==> config.mk <==
export PLATFORM = sky130hd
export DESIGN_NAME = bcd_countdown_timer
export DESIGN_NICKNAME = d
export VERILOG_FILES = /design/src/rtl/bcd_countdown_timer.sv
export SDC_FILE = /design/constraint.sdc
export NUM_CORES = 1
export LEC_CHECK = 0
export CORE_MARGIN = 5
export CORE_UTILIZATION = 56
export DETAILED_ROUTE_END_ITERATION = 6
export PLACE_DENSITY = 0.87
export SYNTH_ARGS = -nofsm -noshare
export SYNTH_HDL_FRONTEND = slang
export SYNTH_SLANG_ARGS = --single-unit
==> constraint.sdc <==
create_clock -name clk -period 2.3 [get_ports clk]
set_input_delay 0.46 -clock clk [delete_from_list [all_inputs] [get_ports clk]]
set_output_delay 0.46 -clock clk [all_outputs]
set_load 0.01 [all_outputs]
==> src/rtl/bcd_countdown_timer.sv <==
// Three-digit BCD countdown timer with an internal tick prescaler and a
// run/pause/expire state machine driving display digits and an expiry pulse.
module bcd_countdown_timer #(
  parameter int unsigned TICK_DIV = 31_500_000
) (
  input  logic        clk,
  input  logic        resetN,
  input  logic        loadN,
  input  logic        start,
  input  logic        pause,
  input  logic [11:0] datain,
  output logic [11:0] count,
  output logic        tc,
  output logic        running,
  output logic        expired
);

  localparam int unsigned PW = (TICK_DIV > 2) ? $clog2(TICK_DIV) : 1;
  localparam logic [PW-1:0] PRESC_MAX = PW'(TICK_DIV - 1);

  typedef enum logic [1:0] {IDLE, RUNNING, PAUSED, EXPIRED} state_t;

  state_t        state, state_n;
  logic [PW-1:0] presc, presc_n;
  logic [11:0]   count_n;
  logic          expired_n;

  // Out-of-range preset digits saturate to 9 so the display never shows junk.
  function automatic logic [11:0] clamp_bcd(input logic [11:0] d);
    logic [11:0] r;
    r = d;
    for (int i = 0; i < 3; i++) begin
      if (d[i*4 +: 4] > 4'd9) r[i*4 +: 4] = 4'd9;
    end
    return r;
  endfunction

  // Only called with a nonzero value, so the hundreds borrow never underflows.
  function automatic logic [11:0] bcd_dec(input logic [11:0] c);
    logic [3:0] h, t, u;
    {h, t, u} = c;
    if (u != 4'd0) begin
      u = u - 4'd1;
    end else begin
      u = 4'd9;
      if (t != 4'd0) begin
        t = t - 4'd1;
      end else begin
        t = 4'd9;
        h = h - 4'd1;
      end
    end
    return {h, t, u};
  endfunction

  // NOTE: sequential state uses non-blocking assignments so every flop samples
  // the pre-edge values and simulation matches the synthesized registers.
  always_ff @(posedge clk or negedge resetN) begin
    if (!resetN) begin
      state   <= IDLE;
      count   <= 12'h000;
      presc   <= '0;
      running <= 1'b0;
      expired <= 1'b0;
    end else begin
      state   <= state_n;
      count   <= count_n;
      presc   <= presc_n;
      running <= (state_n == RUNNING);
      expired <= expired_n;
    end
  end

  // NOTE: every output of this block gets a default first, so no path leaves
  // a signal unassigned and no latch is inferred.
  always_comb begin
    state_n   = state;
    count_n   = count;
    presc_n   = presc;
    expired_n = 1'b0;
    if (!loadN) begin
      count_n = clamp_bcd(datain);
      state_n = IDLE;
      presc_n = '0;
    end else begin
      unique case (state)
        IDLE: begin
          if (start && count != 12'h000) begin
            state_n = RUNNING;
            presc_n = '0;
          end
        end
        RUNNING: begin
          if (pause) begin
            state_n = PAUSED;
          end else if (presc == PRESC_MAX) begin
            presc_n = '0;
            if (count != 12'h000) begin
              count_n = bcd_dec(count);
              if (count == 12'h001) begin
                state_n   = EXPIRED;
                expired_n = 1'b1;
              end
            end
          end else begin
            presc_n = presc + 1'b1;
          end
        end
        PAUSED: begin
          if (start && !pause) state_n = RUNNING;
        end
        EXPIRED: begin
          state_n = EXPIRED;
        end
        default: state_n = IDLE;
      endcase
    end
  end

  always_comb begin
    tc = (count == 12'h000);
  end

endmodule

==> impl_metrics.tcl, run 1 <==
set metrics [dict create \
    status "complete, but fails checks" \
    violations "setup timing" \
    cts_max_level 2 \
    cts_tree "built" \
    synthArstFlopShare_pct 100 \
    max_freq_mhz 434 \
    portBuffers 31 \
    antenna_cells 0 \
    highest_layer "met4" \
    wl_per_cell_um 19.2 \
    stdcell_area_mm2 0.00344 \
    root_buffer "clkbuf_8" \
    synthTopCellsByArea "dfrtp_1, nand2_1, nor2_1" \
    synth_top_flop_cell "dfrtp_1" \
    ys_warn_count 0 \
    met3WireLength_um 715 \
    worst-r2r-cell-count 6 \
    synth_xor_area_share_pct 0 \
    p_leak_nw 1.43 \
    drv_cap 0 \
    std_cell_rows 25 \
    finalSetupViolations 1 \
    syn-num-nets 325 \
    critPathCaptureType "flip-flop" \
    synth_largest_area_cell "dfrtp_1" \
    reg2reg_slack_ns -0.003 \
    maxSlewViolCount 0 \
    dr.pass1.iters 5 \
    synth_fa_ha_area_share_pct 1.42 \
    synth.most_common_cell "dfrtp_1" \
    yosys.area_share.simple_pct 35.5 \
    cts_hold_buffers 0 \
    crit_fanout 4 \
    io_pins 32 \
    grt_pass1_wl_mm 13.2 \
    finalHoldViolations 0 \
    grt_usage_pct 27.3 \
    vdd_ir_drop_max_uv 596 \
    wirelength_met1_mm 3.26 \
    hp-class "input pin to asynchronous set/reset pin" \
    die_w_um 78.6 \
    powerDensity_mw_per_mm2 508 \
    grt_pass1_vias 2719 \
    syn_area_per_cell_um2 8.65 \
    clk_latency_ns 0.30 \
    crit_type "flip-flop to flip-flop" \
    place_area_mm2 0.00325 \
    grt_overflow 0 \
    yosysSeqAreaShare_pct 38.9 \
    synth_compound_area_share_pct 19.5 \
    syn_inst 305 \
    drc 0 \
    cts_buffers 5 \
    r2r_start "presc[17]" \
    drive_gt1_share_pct 18.1 \
    gp_congestion 0.902 \
    drtIter0Drc 339 \
    fin_crit_sh_pct 100 \
    fin_crit_ns 2.30 \
    worstMarginPinSlew_ns 0.530 \
    routed_wl_mm 8.15 \
    muxShareOfSynthArea_pct 1.14 \
    area_growth_pct 30.5 \
    clk_pin_slew_ns 0.08 \
    timing.slew.headroom_pct 64.4 \
    synth-edff-count 0 \
    yosysTopAreaCellShare_pct 38.9 \
    post_drt_via_cell_ratio 6.78 \
    cts_max_path_buffers 2 \
    ys_top_cells_by_count "dfrtp_1, nand2_1, nor2_1, nand3_1, inv_1" \
    rsz0062_at_grt "yes" \
    setup_tns_ns -0.00282 \
    die-area_mm2 0.00618 \
    cts.sinks 41 \
    ant_nets 0 \
    grt_max_degree 29 \
    yosysUniqueCellTypes 59 \
    syn-cell-area_mm2 0.00264 \
    synth-seq-cells 41 \
    antenna_found_initial 0 \
    dr_wl_met2_mm 3.93 \
    die_h_um 78.6 \
    final.setup_skew_ns 0.0119 \
    setup_slack_ns -0.00282 \
    r2r-end "count[0]" \
    core_area_mm2 0.00466 \
    dp_hpwl_mm 5.83 \
    worst_ep_required_time_ns 2.51 \
    synth_top_family_by_area "simple AND/OR/NAND/NOR gates" \
    finalCoreUtilization_pct 73.9 \
    start_kind "flip-flop" \
    cp_data_arrival_time_ns 2.51 \
    routed-via-count 2874 \
    fin_nets 389 \
    initial_core_util_pct 56.6 \
]
[metal layers]
layer / GRT usage, % / up-vias
li1: - / 1302
met1: 35.9 / 1367
met2: 44.0 / 179
met3: 5.28 / 26
met4: 11.0 / 0
met5: 0 / -
[worst max-delay path by stage]
| stage | cells after the start | startpoint | endpoint | slack, ns |
|---|---|---|---|---|
| after CTS | 9 | count[9] | presc[20] | 0.03 |
| after detailed placement | 6 | pause | count[1] | -0.17 |
| final | 6 | presc[17] | count[0] | -0.003 |
| after global routing | 6 | presc[17] | count[0] | -0.09 |
| after floorplan | 6 | pause | count[1] | 0.18 |
| after global placement | 6 | pause | count[11] | -0.12 |
[flip-flops by register name (all words and copies together) (netlist names)]
register	cells
count	12
expired	1
presc	25
running	1
state	2
[critical path, cell delays in order (launching register included)]
cell and delay (ns):
dfrtp_1 0.39, or4b_4 0.60, nor4_4 0.39, buf_4 0.20, nand3_4 0.08, or3_4 0.35
a32oi_2 0.20
[cells in the final DEF (no fill, tap or decap), drive strengths merged, types with 2 or more instances in the layout]
cell,netlist,layout
o211ai,4,4
or3b,2,2
nor2,28,28
nand2,30,30
nand3b,3,3
clkbuf,8,6
and3,2,2
nand3,17,17
o22ai,2,2
nor3,12,12
a221o,2,2
a32oi,2,2
or4,7,7
nor4,9,9
buf,2,37
nor3b,6,6
a21o,3,3
dfrtp,41,41
or2,3,3
inv,14,14
a31oi,6,6
o21ai,19,19
o31ai,3,3
a22o,10,10
clkdlybuf4s50,0,29
a21oi,13,13
nor4bb,2,2
ha,3,3
and2,2,2
nand4,13,13
nor2b,3,3
nand4b,3,3
or3,5,5
o21a,2,2
mux2i,3,3
and4,5,5
[area by class of cell]
| class | count | area (µm²) |
|---|---|---|
| clock inverters | 2 | 37.5 |
| well taps | 54 | 67.6 |
| repair buffers | 67 | 599 |
| multi-input cells | 240 | 1580 |
| clock buffers | 6 | 82.6 |
| flip-flops and latches | 41 | 1030 |
| fillers | 333 | 1220 |
| inverters | 14 | 52.6 |
[per-stage QoR]
step / hold slack, ns / setup WS (ns) / total power [mW] / instances
2_1_floorplan: 0.164 / 0.179 / 0.937 / 305
3_3_place_gp: 0.365 / -0.118 / 1.11 / 414
3_5_place_dp: 0.366 / -0.166 / 1.13 / 414
6_report: 0.0329 / -0.00282 / 1.75 / 424
5_1_grt: 0.0339 / -0.0921 / 1.83 / 424
4_1_cts: 0.0426 / 0.0287 / 1.74 / 423
[cells by family (layout without fill, tap and decap cells)]
| kind of cell | Yosys count | after routing |
|---|---|---|
| mux | 3 | 3 |
| compound gates | 76 | 76 |
| fa+ha+maj | 3 | 3 |
| simple gates | 158 | 158 |
| flops | 41 | 41 |
| buf+inv | 24 | 89 |
[power breakdown]
part | leakage [nW] | internal, mW | switching, mW
Clock | 0.0574 | 0.353 | 0.261
Combinational | 0.825 | 0.170 | 0.183
Sequential | 0.545 | 0.747 | 0.0331
Total | 1.43 | 1.27 | 0.478
[timing repair]
action / 4_1_cts / 5_1_grt
buffers inserted: 1 / 1
pin swaps: 1 / 6
hold endpoints to repair: 0 / 0
gates resized for setup: 3 / 10
endpoints found under the setup margin: 6 / 21
Power figures use the tool's default switching activity.
==> run 2, diff against run 1 <==
Settings changed: CORE_UTILIZATION 56 to 60, PLACE_DENSITY 0.87 to 0.92.
Clock period 2.3 ns to 2.8 ns, I/O delays scaled along.
==> run 2 against run 1 <==
Against the previous run:
- the flow now finishes without violations
- non-clock buffer count is 29 lower
- sequential share of layout area is 3.1 points higher
- sequential cell count stayed put
- critical path type is now flip-flop to output pin
- critical endpoint is now tc
==> impl_metrics.tcl, run 2 (synthesis results as in run 1) <==
set metrics [dict create \
    status "completed" \
    antenna_found_initial 0 \
    final.setup_skew_ns 0.00582 \
    place_area_mm2 0.00301 \
    finalHoldViolations 0 \
    setup_slack_ns 0.192 \
    cts_tree "built" \
    pwr-share-comb_pct 17.9 \
    worstMarginPinSlew_ns 0.916 \
    met3WireLength_um 569 \
    dp_cells 384 \
    setup_tns_ns 0 \
    start_kind "flip-flop" \
    cts_hold_buffers 0 \
    wl_per_cell_um 17.5 \
    max_stage_delay_ns 0.55 \
    stdcell_area_mm2 0.00312 \
    cts_max_level 2 \
    core_area_mm2 0.00432 \
    crit_start "count[8]" \
    drive_gt1_share_pct 8.24 \
    crit_path_frequent_cell "inv_1" \
    cts_max_path_buffers 2 \
    die_w_um 76.3 \
    maxSlewViolCount 0 \
    root_buffer "clkbuf_8" \
    routed-via-count 2636 \
    final_cell_mix "dfrtp_1, nand2_1, clkdlybuf4s50_1" \
    power_frac_clock_pct 31.2 \
    area_growth_pct 18.3 \
    die-area_mm2 0.00582 \
    power.internal_mw 0.917 \
    p_sw_share_pct 27.9 \
    cp_data_arrival_time_ns 2.05 \
    fin_crit_ns 2.61 \
    antenna_cells 0 \
    wirelength_met1_mm 2.97 \
    p_leak_nw 1.25 \
    multi_input_area_mm2 0.00153 \
    layout_commonest_cell "dfrtp_1" \
    initial_core_util_pct 61.0 \
    crit_type "flip-flop to output pin" \
    finalSetupViolations 0 \
    grt_pass1_wl_mm 12.1 \
    dr.pass1.iters 6 \
    rsz0062_at_grt "no" \
    p_total_mw 1.27 \
    die_h_um 76.3 \
    drtIter0Drc 332 \
    largest_reg_flops 25 \
    grt_overflow 0 \
    clk_latency_ns 0.30 \
    top_register "presc" \
    dr_wl_met2_mm 3.19 \
    cts.sinks 41 \
    routed_wl_mm 6.87 \
    p_sw_mw 0.355 \
    power_frac_seq_pct 51.0 \
    final_cells 392 \
    r2r_start "count[8]" \
    clk_pin_slew_ns 0.08 \
    hp-class "input pin to asynchronous set/reset pin" \
    powerDensity_mw_per_mm2 408 \
    worst_ep_required_time_ns 2.24 \
    grt_max_degree 42 \
    std_cell_rows 24 \
    fillers 345 \
    portBuffers 31 \
    fin_nets 360 \
    max_freq_mhz 383 \
    critPathSlowestCell "clkdlybuf4s50_1" \
    cts_buffers 5 \
    drv_cap 0 \
    io_pins 32 \
    hold_ws_ns 0.393 \
    critPathCaptureType "output pin" \
    seq_area_mm2 0.00103 \
    grt_pass1_vias 2536 \
    fin_crit_sh_pct 93.1 \
    crit_fanout 4 \
    dp_hpwl_mm 4.96 \
    drc 0 \
    gp_congestion 0.925 \
    finalCoreUtilization_pct 72.1 \
    timing.slew.headroom_pct 38.9 \
    largestRegisters "presc x25, count x12, state x2" \
    ant_nets 0 \
    vdd_ir_drop_max_uv 357 \
    grt_usage_pct 25.0 \
    post_drt_via_cell_ratio 6.72 \
    pre_cts_ws_ns 0.185 \
    highest_layer "met4" \
    crit_chain "inv_1 -> ha_1 -> nor3b_2 -> nand4_1 -> inv_1 -> clkdlybuf4s50_1" \
]
-- run 2: power by group through the flow --
stage	Clock, mW	Combinational, mW	Sequential (mW)
2_1_floorplan	0	0.111	0.659
3_3_place_gp	0	0.218	0.655
3_5_place_dp	0	0.225	0.656
4_1_cts	0.406	0.227	0.646
5_1_grt	0.442	0.253	0.653
6_report	0.397	0.227	0.648
-- run 2: final cells by class --
class,count,share of cell area (%)
Multi-Input combinational cell,240,49.1
Sequential cell,41,32.9
Timing Repair Buffer,38,11.5
Clock buffer,7,2.77
Tap cell,52,2.09
Inverter,14,1.68
-- run 2: final timing paths --
path	endpoint	slack [ns]	cells past startpoint
min reg2reg	presc[23]	0.52	1
max in group asynchronous	count[8]	1.85	1
min in group clk	presc[23]	0.52	1
max reg2reg	presc[21]	0.34	9
min	presc[24]	0.39	1
max	tc	0.19	6
-- run 2: critical path: cells and delay by family, from the launching register on --
family	cells	cell delay, ns
and+or+nand+nor	2	0.39
DFF	1	0.41
buffers and inverters	3	0.79
adders and majority gates	1	0.17
-- run 2: per-layer routing --
layer / vias up / global-route usage (%)
met5: - / 0
met4: 0 / 8.39
met3: 19 / 6.26
met2: 141 / 38.1
met1: 1239 / 34.6
li1: 1237 / -
-- run 2: timing repair --
item | in CTS | in global routing
resized for setup | 1 | 1
pin swaps | 0 | 0
buffers inserted | 0 | 1
setup endpoints to repair | 1 | 1
==> run 3, diff against run 2 <==
Settings changed: PLACE_DENSITY 0.92 to not set, PLACE_DENSITY_LB_ADDON set to 0.08.
==> run 3 against run 2 <==
Against the previous run:
- fmax is 0.19% lower
- wire length is 1.3% lower
- power is 2.6% higher
- first-iteration DRC count is 36% lower
- sequential cell count stayed put
- worst setup slack worse by 0.0050 ns
- critical path depth stayed put
- die area stayed put
- clock skew hardly changed
- register-to-register slack hardly changed
- final cell count is 0.26% higher
==> impl_metrics.tcl, run 3 (synthesis results as in run 1) <==
set metrics [dict create \
    root_buffer "clkbuf_8" \
    dp_hpwl_mm 4.95 \
    grt_pass1_wl_mm 11.3 \
    worst_ep_required_time_ns 2.24 \
    fin_crit_ns 2.61 \
    die_h_um 76.3 \
    p_total_mw 1.30 \
    maxSlewViolCount 0 \
    finalCoreUtilization_pct 72.5 \
    dr.pass1.iters 5 \
    max_stage_delay_ns 0.54 \
    cts_hold_buffers 0 \
    post_drt_via_cell_ratio 6.58 \
    worstMarginPinSlew_ns 0.932 \
    routed_wl_mm 6.79 \
    cts_buffers 5 \
    crit_fanout 4 \
    timing.slew.headroom_pct 37.9 \
    ant_nets 0 \
    hp-class "input pin to asynchronous set/reset pin" \
    finalSetupViolations 0 \
    drtIter0Drc 214 \
    fillers 395 \
    max_freq_mhz 383 \
    vdd_ir_drop_max_uv 284 \
    drc 0 \
    crit_type "flip-flop to output pin" \
    final_cell_mix "dfrtp_1, nand2_1, clkdlybuf4s50_1" \
    drv_cap 0 \
    finalHoldViolations 0 \
    area_growth_pct 18.8 \
    cts_tree "built" \
    grt_overflow 0 \
    crit_chain "inv_1 -> ha_1 -> nor3b_2 -> nand4_1 -> inv_1 -> clkdlybuf4s50_1" \
    grt_usage_pct 23.4 \
    cts_max_path_buffers 2 \
    cts_max_level 2 \
    io_pins 32 \
    clk_pin_slew_ns 0.08 \
    fin_nets 360 \
    status "completed" \
    die-area_mm2 0.00582 \
    drive_gt1_share_pct 8.80 \
    initial_core_util_pct 61.0 \
    dp_cells 384 \
    largestRegisters "presc x25, count x12, state x2" \
    start_kind "flip-flop" \
    p_leak_nw 1.26 \
    seq_area_mm2 0.00103 \
    multi_input_area_mm2 0.00153 \
    crit_path_frequent_cell "inv_1" \
    worst-r2r-cell-count 9 \
    layout_commonest_cell "dfrtp_1" \
    top_register "presc" \
    antenna_found_initial 0 \
    final_cells 393 \
    portBuffers 31 \
    grt_max_degree 42 \
    core_area_mm2 0.00432 \
    largest_reg_flops 25 \
    final.setup_skew_ns 0.00606 \
    powerDensity_mw_per_mm2 416 \
    wl_per_cell_um 17.3 \
    grt_pass1_vias 2437 \
    routed-via-count 2586 \
    rsz0062_at_grt "no" \
    clk_latency_ns 0.30 \
    setup_tns_ns 0 \
    std_cell_rows 24 \
    gp_congestion 0.854 \
    cts.sinks 41 \
    cp_data_arrival_time_ns 2.05 \
    critPathCaptureType "output pin" \
    critPathSlowestCell "clkdlybuf4s50_1" \
    die_w_um 76.3 \
    fin_crit_sh_pct 93.3 \
    antenna_cells 0 \
]
## run 3: power by group
part	total (mW)	switching (mW)	internal, mW
Sequential	0.649	0.0353	0.613
Clock	0.431	0.208	0.223
Combinational	0.225	0.117	0.108
Total	1.30	0.361	0.944
## run 3: layout make-up
type / count / area share (%)
sequential: 41 / 32.7
multi-input combinational: 240 / 48.9
clock buffer: 7 / 3.07
clock inverter: 1 / 0.160
tap: 52 / 2.08
timing repair buffer: 38 / 11.4
inverter: 14 / 1.68
## run 3: per-layer routing
layer  track usage (%)  part of all wire (%)
met1              28.1                    41
met2              41.2                    51
met3              4.73                   6.3
met4              8.39                   1.9
met5                 0                     0
## run 3: final timing paths
| kind | from | to | slack [ns] |
|---|---|---|---|
| max in group asynchronous | resetN | state[0] | 1.81 |
| worst max register to register | count[8] | presc[21] | 0.34 |
| min in group clk | presc[23] | presc[23] | 0.52 |
| worst min-delay path | resetN | count[5] | 0.40 |
| worst max-delay path | count[8] | tc | 0.19 |
| worst min register to register | presc[23] | presc[23] | 0.52 |
## run 3: critical path, delay by kind of cell (launching register included)
family	cells	cell delay, ns
fa+ha+maj	1	0.17
buf+inv	3	0.77
flops	1	0.42
simple gates	2	0.41
## run 3: per-stage QoR
| stage | hold slack (ns) | setup WS (ns) | cell area (µm²) |
|---|---|---|---|
| finish | 0.396 | 0.187 | 3130 |
| global route | 0.480 | 0.0942 | 3130 |
| CTS | 0.423 | 0.0439 | 3120 |
| floorplan | 0.264 | 0.579 | 2640 |
| global placement | 0.483 | 0.238 | 3010 |
| detailed placement | 0.499 | 0.220 | 3010 |
## run 3: timing repair
action	in CTS	in global routing
resized for setup	1	1
pin swaps	0	1
setup endpoints to repair	1	1
buffers inserted	0	1
